## src/rtl/lsu_ctrl.sv

```systemverilog
`timescale 1ns/1ps
`default_nettype none
// ============================================================================
// Module   : lsu_ctrl
// Purpose  : Single-outstanding load/store sequencer with lane formatting.
//            Optional bus timeout enabled by defining LSU_TIMEOUT_EN.
// Revision : 1.0
// ============================================================================
module lsu_ctrl #(
  parameter int TIMEOUT_CYCLES = 255
) (
  input  logic        clk,
  input  logic        reset,
  input  logic        ex_req_i,
  input  logic        ex_wr_i,
  input  logic [1:0]  ex_byte_i,
  input  logic        ex_zero_extnd_i,
  input  logic [31:0] ex_addr_i,
  input  logic [31:0] ex_wdata_i,
  output logic        stall_o,
  output logic        misaligned_o,
  output logic        mem_req_o,
  output logic        mem_wr_o,
  output logic [31:0] mem_addr_o,
  output logic [3:0]  mem_be_o,
  output logic [31:0] mem_wdata_o,
  input  logic        mem_gnt_i,
  input  logic        mem_rvalid_i,
  input  logic [31:0] mem_rdata_i,
  output logic        ld_valid_o,
  output logic [31:0] ld_data_o,
  output logic        bus_err_o
);

  typedef enum logic [1:0] {
    S_IDLE = 2'd0,
    S_REQ  = 2'd1,
    S_WAIT = 2'd2
  } state_e;

  localparam logic [1:0] SZ_BYTE = 2'b00;
  localparam logic [1:0] SZ_HALF = 2'b01;
  localparam logic [1:0] SZ_WORD = 2'b10;

  state_e      state_q;
  logic        wr_q;
  logic [3:0]  be_q;
  logic [29:0] addr_q;
  logic [31:0] wdata_q;
  logic [1:0]  off_q;
  logic [1:0]  size_q;
  logic        zext_q;

  logic [1:0]  size_d;
  logic [3:0]  be_d;
  logic [31:0] wdata_d;
  logic        misal;
  logic        accept;
  logic        rsp_done;
  logic        timeout;
  logic [15:0] lane;
  logic [31:0] ld_fmt;

  // Encoding 11 behaves as a full word.
  assign size_d = (ex_byte_i == 2'b11) ? SZ_WORD : ex_byte_i;

  assign misal  = ((size_d == SZ_HALF) && ex_addr_i[0]) ||
                  ((size_d == SZ_WORD) && (ex_addr_i[1:0] != 2'b00));
  assign accept = (state_q == S_IDLE) && ex_req_i && !misal;
  assign rsp_done = (state_q == S_WAIT) && mem_rvalid_i;

  always_comb begin
    be_d    = 4'b1111;
    wdata_d = ex_wdata_i;
    case (size_d)
      SZ_BYTE: begin
        be_d    = 4'b0001 << ex_addr_i[1:0];
        wdata_d = {4{ex_wdata_i[7:0]}};
      end
      SZ_HALF: begin
        be_d    = ex_addr_i[1] ? 4'b1100 : 4'b0011;
        wdata_d = {2{ex_wdata_i[15:0]}};
      end
      default: begin
        be_d    = 4'b1111;
        wdata_d = ex_wdata_i;
      end
    endcase
  end

`ifdef LSU_TIMEOUT_EN
  localparam int CNT_W = ($clog2(TIMEOUT_CYCLES + 1) > 8) ? $clog2(TIMEOUT_CYCLES + 1) : 8;
  logic [CNT_W-1:0] tmo_cnt_q;

  // A response arriving in the expiry cycle still completes normally.
  assign timeout = (state_q != S_IDLE) && !rsp_done &&
                   (tmo_cnt_q == CNT_W'(TIMEOUT_CYCLES));

  always_ff @(posedge clk or posedge reset) begin
    if (reset) begin
      tmo_cnt_q <= '0;
    end else if (accept) begin
      tmo_cnt_q <= '0;
    end else if (state_q != S_IDLE) begin
      tmo_cnt_q <= tmo_cnt_q + CNT_W'(1);
    end
  end
`else
  assign timeout = 1'b0;
`endif

  always_ff @(posedge clk or posedge reset) begin
    if (reset) begin
      state_q <= S_IDLE;
      wr_q    <= 1'b0;
      be_q    <= 4'b0;
      addr_q  <= 30'b0;
      wdata_q <= 32'b0;
      off_q   <= 2'b0;
      size_q  <= 2'b0;
      zext_q  <= 1'b0;
    end else begin
      case (state_q)
        S_IDLE: begin
          if (accept) begin
            state_q <= S_REQ;
            wr_q    <= ex_wr_i;
            be_q    <= be_d;
            addr_q  <= ex_addr_i[31:2];
            wdata_q <= wdata_d;
            off_q   <= ex_addr_i[1:0];
            size_q  <= size_d;
            zext_q  <= ex_zero_extnd_i;
          end
        end
        S_REQ: begin
          if (timeout) begin
            state_q <= S_IDLE;
          end else if (mem_gnt_i) begin
            state_q <= S_WAIT;
          end
        end
        S_WAIT: begin
          if (mem_rvalid_i || timeout) begin
            state_q <= S_IDLE;
          end
        end
        default: state_q <= S_IDLE;
      endcase
    end
  end

  assign lane = 16'(mem_rdata_i >> {off_q, 3'b000});

  always_comb begin
    ld_fmt = mem_rdata_i;
    case (size_q)
      SZ_BYTE: ld_fmt = zext_q ? {24'b0, lane[7:0]}  : {{24{lane[7]}}, lane[7:0]};
      SZ_HALF: ld_fmt = zext_q ? {16'b0, lane[15:0]} : {{16{lane[15]}}, lane[15:0]};
      default: ld_fmt = mem_rdata_i;
    endcase
  end

  // ex_* may be live while reset is held; gate the decode-driven outputs.
  assign stall_o      = !reset && (accept ||
                                   ((state_q == S_REQ)  && !timeout) ||
                                   ((state_q == S_WAIT) && !mem_rvalid_i && !timeout));
  assign misaligned_o = !reset && (state_q == S_IDLE) && ex_req_i && misal;

  assign mem_req_o   = (state_q == S_REQ) && !timeout;
  assign mem_wr_o    = wr_q;
  assign mem_addr_o  = {addr_q, 2'b00};
  assign mem_be_o    = be_q;
  assign mem_wdata_o = wdata_q;

  assign ld_valid_o = rsp_done && !wr_q;
  assign ld_data_o  = ld_valid_o ? ld_fmt : 32'b0;
  assign bus_err_o  = timeout;

endmodule
`default_nettype wire
```

## config.mk

```make
export PLATFORM = sky130hd
export DESIGN_NAME = lsu_ctrl
export DESIGN_NICKNAME = d
export VERILOG_FILES = /design/src/rtl/lsu_ctrl.sv
export SDC_FILE = /design/constraint.sdc
export NUM_CORES = 1
export LEC_CHECK = 0
export BUFFER_PORTS_ARGS = -buffer_cell sky130_fd_sc_hd__clkbuf_2
export CAP_MARGIN = 20
export CORE_MARGIN = 2
export CORE_UTILIZATION = 45
export CTS_CLUSTER_DIAMETER = 30
export CTS_CLUSTER_SIZE = 25
export DETAILED_ROUTE_END_ITERATION = 8
export GPL_ROUTABILITY_DRIVEN = 0
export PLACE_DENSITY = 0.8
export RECOVER_POWER = 50
export SLEW_MARGIN = 15
export SYNTH_ARGS = -nofsm -noshare
export SYNTH_HDL_FRONTEND = slang
export SYNTH_SLANG_ARGS = --single-unit
```

## constraint.sdc

```tcl
create_clock -name clk -period 2.5 [get_ports clk]
set_input_delay 0.25 -clock clk [delete_from_list [all_inputs] [get_ports clk]]
set_output_delay 0.25 -clock clk [all_outputs]
set_load 0.01 [all_outputs]
```

After elaboration in Yosys (flattened, before gate mapping)
Cells that the tools add are included.
{"block": "op_classes", "eq_ne": 9, "n_shift": 2, "mux": 12, "reduce_logical": 24}
{"cell": "$pmux W32 S2", "count": 2}
{"cell": "$mux W32", "count": 3}
{"cell": "$shr A32 B5 Y16", "count": 1}
{"cell": "$logic_and A1 B1 Y1", "count": 11}
{"cell": "$mux W2", "count": 4}
{"cell": "$pmux W4 S2", "count": 1}
{"cell": "$eq A2 B1 Y1 const B", "count": 3}
{"cell": "$eq A2 B2 Y1 const B", "count": 3}
{"cell": "$logic_not A2 Y1", "count": 3}
{"cell": "$pmux W2 S3", "count": 1}
{"cell": "$logic_not A1 Y1", "count": 4}
{"cell": "$mux W4", "count": 1}
{"cell": "$ne A2 B2 Y1 const B", "count": 2}
{"cell": "$shl A1 B2 Y4 const A", "count": 1}
{"cell": "$logic_or A1 B1 Y1", "count": 3}
{"cell": "$reduce_and A3 Y1", "count": 1}
{"cell": "$ne A2 B1 Y1 const B", "count": 1}
{"cell": "$reduce_and A2 Y1", "count": 1}
{"cell": "$reduce_bool A2 Y1", "count": 1}
{"block": "totals", "reg_bits": 74, "in_bits": 105, "elab_cells": 55}

Longest topological paths before layout
Gate-level depths: netlist (run 1).
{"block": "logic_depth", "word_depth": 10, "mapped_depth": 7, "ltp_nobuf": 4}

Least setup slack after synthesis (run 1)
No wires, ideal clock.
{"block": "synth_path", "kind": "reg-to-output", "start": "reg off_q[1]", "end": "out ld_data_o[10]", "arrival_time_ns": 1.648, "required_time_ns": 2.250, "path_slack_ns": 0.602, "path_stages_with_launch": 7, "n_path_buf": 2, "cell_sequence": "dfrtp_1 -> buf_4 -> mux2i_1 -> mux2_4 -> or4_4 -> buf_6 -> a31oi_1"}
{"block": "synth_between", "elab_chain_len": 4}
{"item": "start: declaration", "line_no": "50", "rtl": "logic [1:0] off_q;"}
{"item": "start signal: assignment", "line_no": "131", "rtl": "off_q <= ex_addr_i[1:0];"}
{"item": "$shr A32 B5 Y16 (*)", "line_no": "153", "rtl": "assign lane = 16'(mem_rdata_i >> {off_q, 3'b000});"}
{"item": "$mux W32 (on tied branches)", "line_no": "159, 158"}
{"item": "$pmux W32 S2 (*)", "line_no": "157", "rtl": "case (size_q)"}
{"item": "$mux W32 (*)", "line_no": "177", "rtl": "assign ld_data_o = ld_valid_o ? ld_fmt : 32'b0;"}
{"item": "end: declaration", "line_no": "31", "rtl": "output logic [31:0] ld_data_o,"}
Every way passes the cells marked *; elsewhere a longest branch is shown, timed or not.

Worst setup path in the final report (run 1)
{"block": "layout_path", "start": "reg off_q[1]", "end": "out ld_data_o[8]"}
Same word-level chain as after synthesis.

==> flow_summary.ini, run 1 <==
[hold_path]
holdPathEnd = state_q[0]$_DFFE_PP0P_
hp-class = in2reg
hold_start = mem_gnt_i
hold_depth = 2

[cells_and_area]
layout-drive-gt1-share = 0.380
n_antenna_cell = 0
fin_util = 0.603
regArea_um2 = 1850
syn2layout_area_growth_pct = 31.8
final_cells = 702
nFillCells = 772
multi_input_area_um2 = 1920
nets = 694

[die]
die_area_um2 = 9490
ios = 211
num_rows = 34
core_area_um2 = 8590
die_w_um = 97.4
start_util = 0.457
fp.dieH_um = 97.4

[synth]
ys_seq_area_frac = 0.471
synthArstFlopShare = 1.00
synth_cells = 389
avgSynthCellArea_um2 = 10.1
syn-cell-area_um2 = 3930
synth_top_area_share = 0.471
yosys-top-cells-area = dfrtp_1, mux2_2, mux2i_1
synthFlopType = dfrtp_1
synth_warnings = 0
ys_ff_latch = 74
synthMostInstantiatedCell = dfrtp_1
synth_edf_count = 0
yosysTopAreaCell = dfrtp_1
yosys-top-cells-count = dfrtp_1, nand2_1, mux2_2, nor2_1
synth_cell_type_count = 40

[timing]
fmax_mhz = 422
post-route-min-period_ns = 2.37
worst_pin_slew_ns = 0.974
slew_viol_final = 0
relSlewSlack = 0.350
setup_violations = 0
setup_slack_ns = 0.130
skew_ns = 0.0130
hold_viol = 0
finalSetupTns_ns = 0
rsz0062_at_grt = false
period_share = 0.948

[route]
via_count = 3661
avgRoutedWirePerCell_um = 15.3
ant_nets = 0
drc_errors = 0
drt_wl_total_um = 10700
vias_per_cell = 5.22
drtPass1Iterations = 5
drt_iter0_drc = 130

[pwr]
power_mw = 5.03
ir_worst_vdd_mv = 0.534
p_leak_nw = 2.55
power.density_nw_per_um2 = 972

[worst_setup_path]
critical_path.max_fanout = 8
cp_cell_sequence = mux2i_1 -> mux2_4 -> or4_4 -> a31oi_1 -> clkbuf_2
timing.rr.start = state_q[0]$_DFFE_PP0P_
critPathArrivalTime_ns = 2.12
regToRegSetupSlack_ns = 0.77
critical_path_required_ns = 2.25
end_kind = primary output
r2r_cells = 4
crit_slowest_cell = or4_4
max_stage_delay_ns = 0.49
crit_type = reg2out
timing.rr.end = addr_q[28]$_DFFE_PP0P_
start_kind = register

[clocking]
clockBufferDepth = 2
cts-root-buf = clkbuf_8
cts_tree = done
numClockSinks = 74
clk_latency_ns = 0.35
cts_buffers = 9
htree_levels = 3
path_clk_slew_ns = 0.07

[place]
place.port_buffers = 207
dp_slack_ns = 0.390
hpwl_um = 8210
dpl.cell_count = 685

[global_routing]
grt_use_total = 0.235
grt_start_max_net_pins = 67
antenna_found_initial = 0
grt_pass1_vias = 3740
grt_overflow = 0
grt_pass1_wl_um = 18100

[flow_run]
maxCapViolations = 0

[status]
status = completed
final cells by class:
type | instances | area share
sequential | 74 | 0.358
tap | 108 | 0.0261
multi-input combinational | 280 | 0.370
clock buffer | 9 | 0.0239
inverter | 5 | 0.00362
clock inverter | 7 | 0.0145
timing repair buffer | 219 | 0.204
registers in the layout (all words and copies together) (netlist names):
name and flops:
size_q 2, state_q 2, addr_q 30, mem_wdata_o 32
off_q 2, mem_be_o 4, zext_q 1, mem_wr_o 1
power by group:
group	switching, mW	total, mW	leakage (nW)	internal, mW
Clock	0.471	0.936	0.0923	0.466
Sequential	0.321	2.03	0.887	1.71
Combinational	1.18	2.06	1.57	0.884
worst max-delay path by stage:
| stage | start | to | slack (ns) | depth (start not counted) |
|---|---|---|---|---|
| 5_1_grt | off_q[1]$_DFFE_PP0P_ | ld_data_o[8] | 0.007 | 5 |
| 2_1_floorplan | reset | addr_q[0]$_DFFE_PP0P_ | 0.37 | 1 |
| 3_5_place_dp | off_q[1]$_DFFE_PP0P_ | ld_data_o[21] | 0.39 | 5 |
| 4_1_cts | off_q[1]$_DFFE_PP0P_ | ld_data_o[8] | 0.10 | 5 |
| 6_report | off_q[1]$_DFFE_PP0P_ | ld_data_o[8] | 0.13 | 5 |
| 3_3_place_gp | off_q[1]$_DFFE_PP0P_ | ld_data_o[20] | 0.54 | 5 |
cells by family after synthesis:
kind of cell,after synthesis,synth area share
AO/OA/AOI/OAI,92,0.146
buffers and inverters,37,0.0471
other,1,0.000954
XOR/XNOR,2,0.00446
AND/OR/NAND/NOR,105,0.114
multiplexers,78,0.216
flip-flops,74,0.471
per-stage QoR:
| stage | cell area (um2) | hold WS (ns) |
|---|---|---|
| after global placement | 5060 | 0.363 |
| after floorplan | 3940 | 0.359 |
| after global routing | 5180 | 0.0949 |
| final | 5180 | 0.116 |
| after CTS | 5270 | 0.103 |
| after detailed placement | 5060 | 0.371 |
metal layers:
metal	part of all wire	global-route usage	vias up
li1	-	-	1760
met1	0.37	0.266	1719
met2	0.51	0.406	161
met3	0.092	0.0856	21
met4	0.024	0.0897	0
met5	0	0	-
repair_timing:
item,4_1_cts,5_1_grt
endpoints found under the hold margin,25,0
buffers inserted,0,0
setup endpoints to repair,1,6
hold buffers,1,0
gates resized for setup,1,1
layout by cell type (no fill, tap or decap), types with 2 or more instances in the layout:
cell        count
clkbuf_2      139
dfrtp_1        73
clkbuf_1       68
nand2_1        61
mux2_2         50
nor2_1         28
o21ai_0        27
mux2i_1        27
a21oi_1        26
clkbuf_8        9
buf_4           9
a31oi_1         8
a22oi_1         7
o21bai_1        7
o211a_1         7
nand2b_1        5
inv_1           3
o31ai_1         3
conb_1          3
clkinvlp_4      3
nor4_1          2
a221o_1         2
nor3_1          2
inv_6           2
worst max-delay path: cells and delay by family, from the launching register on:
| family | cells | cell delay, ns |
|---|---|---|
| AOI/OAI and AO/OA | 1 | 0.17 |
| and+or+nand+nor | 1 | 0.49 |
| DFF | 1 | 0.47 |
| muxes | 2 | 0.49 |
| buffers and inverters | 1 | 0.16 |
No activity file was read; power rests on OpenSTA's default activity.
==> run 2: changes to the inputs <==
RECOVER_POWER = default   (was 50)
==> flow_summary.ini, run 2 (synthesized netlist as in run 1, its figures left out) <==
[status]
status = completed

[route]
drc_errors = 0
drtPass1Iterations = 4
drt_iter0_drc = 132
via_count = 3641
drt_wl_total_um = 10800
vias_per_cell = 5.19
avgRoutedWirePerCell_um = 15.3
ant_nets = 0

[place]
place_area_um2 = 5060
dpl.cell_count = 685
hpwl_um = 8210
place.port_buffers = 207
dp_slack_ns = 0.390

[global_routing]
antenna_found_initial = 0
grt_busiest_layer = met2
grt_use_total = 0.235
grt_overflow = 0
grt_util_met3 = 0.0856
use_met1 = 0.266
grt_start_max_net_pins = 67
grt_pass1_vias = 3740
grt_pass1_wl_um = 18100
met2_usage = 0.406

[cells_and_area]
n_antenna_cell = 0
layout-drive-gt1-share = 0.497
final_cell_area_um2 = 5280
nets = 694
final_cell_mix = clkbuf_2, dfrtp_1, nand2_1
layout_commonest_cell = clkbuf_2
largest_reg_flops = 32
final_cells = 702
nFillCells = 729
syn2layout_area_growth_pct = 34.3
fin_util = 0.614

[clocking]
clockBufferDepth = 2
path_clk_slew_ns = 0.07
cts-root-buf = clkbuf_8
cts_tree = done
cts_buffers = 9
numClockSinks = 74
clk_latency_ns = 0.35
post_cts_buffers = 0
htree_levels = 3

[worst_setup_path]
crit_type = reg2out
timing.rr.start = state_q[0]$_DFFE_PP0P_
critPathArrivalTime_ns = 2.12
regToRegSetupSlack_ns = 0.78
start_kind = register
critical_path.max_fanout = 8
r2r_cells = 4
critical_path_required_ns = 2.25
timing.rr.end = addr_q[28]$_DFFE_PP0P_
end_kind = primary output
cp-startpoint = off_q[1]$_DFFE_PP0P_

[timing]
skew_ns = 0.0122
post-route-min-period_ns = 2.37
relSlewSlack = 0.617
timing.hold.ws_ns = 0.118
setup_violations = 0
setup_slack_ns = 0.133
hold_viol = 0
fmax_mhz = 422
rsz0062_at_grt = false
slew_viol_final = 0
finalSetupTns_ns = 0
period_share = 0.947
worst_pin_slew_ns = 0.574

[flow_run]
maxCapViolations = 0

[die]
start_util = 0.457
num_rows = 34
ios = 211
fp.dieH_um = 97.4
core_area_um2 = 8590
die_area_um2 = 9490
die_w_um = 97.4

[hold_path]
hold_start = mem_gnt_i
hold_depth = 2
hp-class = in2reg
holdPathEnd = state_q[0]$_DFFE_PP0P_

[pwr]
p_leak_nw = 2.76
ir_worst_vdd_mv = 0.541
power.density_nw_per_um2 = 979
power_mw = 5.17
run 2: changes by cell type in the layout (fill, tap and decap cells not counted):
cell,previous run,this run
buf_12,1,2
clkbuf_1,68,0
clkbuf_4,1,0
inv_1,3,2
clkbuf_2,139,207
inv_2,1,2
run 2: layer usage:
layer  vias up  routed length, um
li1       1764                  -
met5         -                  0
met2       153               5450
met1      1703               4090
met4         0                247
met3        21                959
run 2: area by class of cell:
type                       instances  area (um2)  share of cell area
sequential                        74        1850               0.351
clock inverter                     7        75.1              0.0142
inverter                           5        18.8             0.00356
timing repair buffer             219        1150               0.219
tap                              108         135              0.0256
clock buffer                       9         124              0.0235
multi-input combinational        280        1920               0.363
run 2: how the worst max path moves through the flow:
stage | slack [ns] | end
after floorplan | 0.37 | addr_q[0]$_DFFE_PP0P_
after global placement | 0.54 | ld_data_o[20]
after detailed placement | 0.39 | ld_data_o[21]
after CTS | 0.10 | ld_data_o[8]
after global routing | 0.007 | ld_data_o[8]
final | 0.13 | ld_data_o[8]
run 2: where the power goes:
part / internal (mW) / total [mW] / switching [mW]
clock: 0.466 / 0.938 / 0.473
sequential: 1.71 / 2.04 / 0.327
combinational: 1.01 / 2.19 / 1.18
run 2: critical path, cell delays in order (launching register included):
cell and delay (ns):
dfrtp_2 0.47, mux2i_1 0.20, mux2_4 0.29, or4_4 0.49, a31oi_1 0.17, clkbuf_2 0.16
run 2: what timing repair did:
item	CTS	global route
pin swaps	0	0
setup endpoints to repair	1	6
hold endpoints to repair	25	0
gates resized for setup	1	1
hold buffers	1	0
==> run 3: changes to the inputs <==
PLACE_DENSITY = 0.79   (was 0.8)
==> flow_summary.ini, run 3 (synthesized netlist as in run 1, its figures left out) <==
[pwr]
p_leak_nw = 2.80
ir_worst_vdd_mv = 0.571
power.density_nw_per_um2 = 998

[route]
drtPass1Iterations = 5
avgRoutedWirePerCell_um = 15.1
vias_per_cell = 5.17
ant_nets = 0
drc_errors = 0
drt_iter0_drc = 150
via_count = 3642
drt_wl_total_um = 10600

[worst_setup_path]
critical_path.max_fanout = 8
timing.rr.end = mem_wdata_o[7]$_DFFE_PP0P_
critPathArrivalTime_ns = 2.09
r2r_cells = 4
timing.rr.start = state_q[0]$_DFFE_PP0P_
start_kind = register
end_kind = primary output
regToRegSetupSlack_ns = 0.70
crit_path_end = ld_data_o[9]
cp-startpoint = off_q[1]$_DFFE_PP0P_
critical_path_required_ns = 2.25
crit_type = reg2out

[cells_and_area]
nFillCells = 728
syn2layout_area_growth_pct = 35.6
final_cell_mix = clkbuf_2, dfrtp_1, nand2_1
nets = 696
largest_reg_flops = 32
n_antenna_cell = 0
layout_commonest_cell = clkbuf_2
layout-drive-gt1-share = 0.497

[global_routing]
grt_pass1_vias = 3659
grt_pass1_wl_um = 17500
grt_start_max_net_pins = 58
grt_use_total = 0.226
antenna_found_initial = 0
grt_overflow = 0

[timing]
skew_ns = 0.00690
hold_viol = 0
timing.hold.ws_ns = 0.115
slew_viol_final = 0
setup_violations = 0
relSlewSlack = 0.658
period_share = 0.935
finalSetupTns_ns = 0
post-route-min-period_ns = 2.34
worst_pin_slew_ns = 0.511
rsz0062_at_grt = false
fmax_mhz = 428
setup_slack_ns = 0.163

[die]
die_area_um2 = 9490
core_area_um2 = 8590
ios = 211
start_util = 0.457
die_w_um = 97.4
num_rows = 34
fp.dieH_um = 97.4

[clocking]
cts_buffers = 9
clk_latency_ns = 0.34
clockBufferDepth = 2
numClockSinks = 74
path_clk_slew_ns = 0.07
htree_levels = 3
cts-root-buf = clkbuf_8
cts_tree = done

[status]
status = completed

[place]
place.port_buffers = 207
hpwl_um = 8250
dp_slack_ns = 0.381

[hold_path]
hp-class = in2reg

[flow_run]
maxCapViolations = 0
[run 3: layout make-up]
| cell class | instances | area (um2) | area share |
|---|---|---|---|
| clock buffer | 11 | 151 | 0.0284 |
| clock inverter | 5 | 85.1 | 0.0160 |
| inverter | 5 | 18.8 | 0.00352 |
| multi-input combinational | 280 | 1920 | 0.360 |
| sequential | 74 | 1850 | 0.348 |
| tap | 108 | 135 | 0.0254 |
| timing repair buffer | 221 | 1170 | 0.219 |
[run 3: where the power goes]
group | switching, mW | internal, mW | total, mW
Clock | 0.451 | 0.622 | 1.07
Combinational | 1.18 | 1.02 | 2.20
Sequential | 0.329 | 1.71 | 2.04
Total | 1.96 | 3.36 | 5.32
[run 3: layer usage]
layer  global-route usage  routed length, um
met5                    0                  0
met4                0.104                301
met3               0.0511                765
met2                0.394               5470
met1                0.264               4090
[run 3: through the flow]
stage               total power, mW  std cells  utilization  cell area [um2]
finish                         5.32        704        0.620             5330
global route                   5.68        704        0.620             5330
CTS                            5.35        703        0.619             5320
detailed placement             4.26        686        0.590             5070
global placement               4.16        686        0.590             5070
floorplan                      3.36        391            -             3940
[run 3: what timing repair did]
item | 4_1_cts | 5_1_grt
hold buffers | 1 | 0
setup endpoints to repair | 16 | 16
resized for setup | 1 | 0
endpoints found under the hold margin | 7 | 0
pin swaps | 0 | 1
setup buffers | 0 | 1
[run 3: how the worst min path moves through the flow]
stage,from,end,slack (ns),cells past startpoint
after floorplan,mem_gnt_i,state_q[0]$_DFFE_PP0P_,0.36,1
after CTS,mem_gnt_i,state_q[0]$_DFFE_PP0P_,0.1,2
after detailed placement,reset,size_q[0]$_DFFE_PP0P_,0.20,2
after global routing,mem_gnt_i,state_q[0]$_DFFE_PP0P_,0.10,2
after global placement,reset,size_q[0]$_DFFE_PP0P_,0.19,2
final,mem_gnt_i,state_q[0]$_DFFE_PP0P_,0.12,2
[run 3: worst max-delay path: stages (launching register included)]
cell	delay (ns)
dfrtp_1	0.47
mux2i_1	0.19
mux2_4	0.28
or4_4	0.48
a31oi_1	0.17
clkbuf_2	0.16
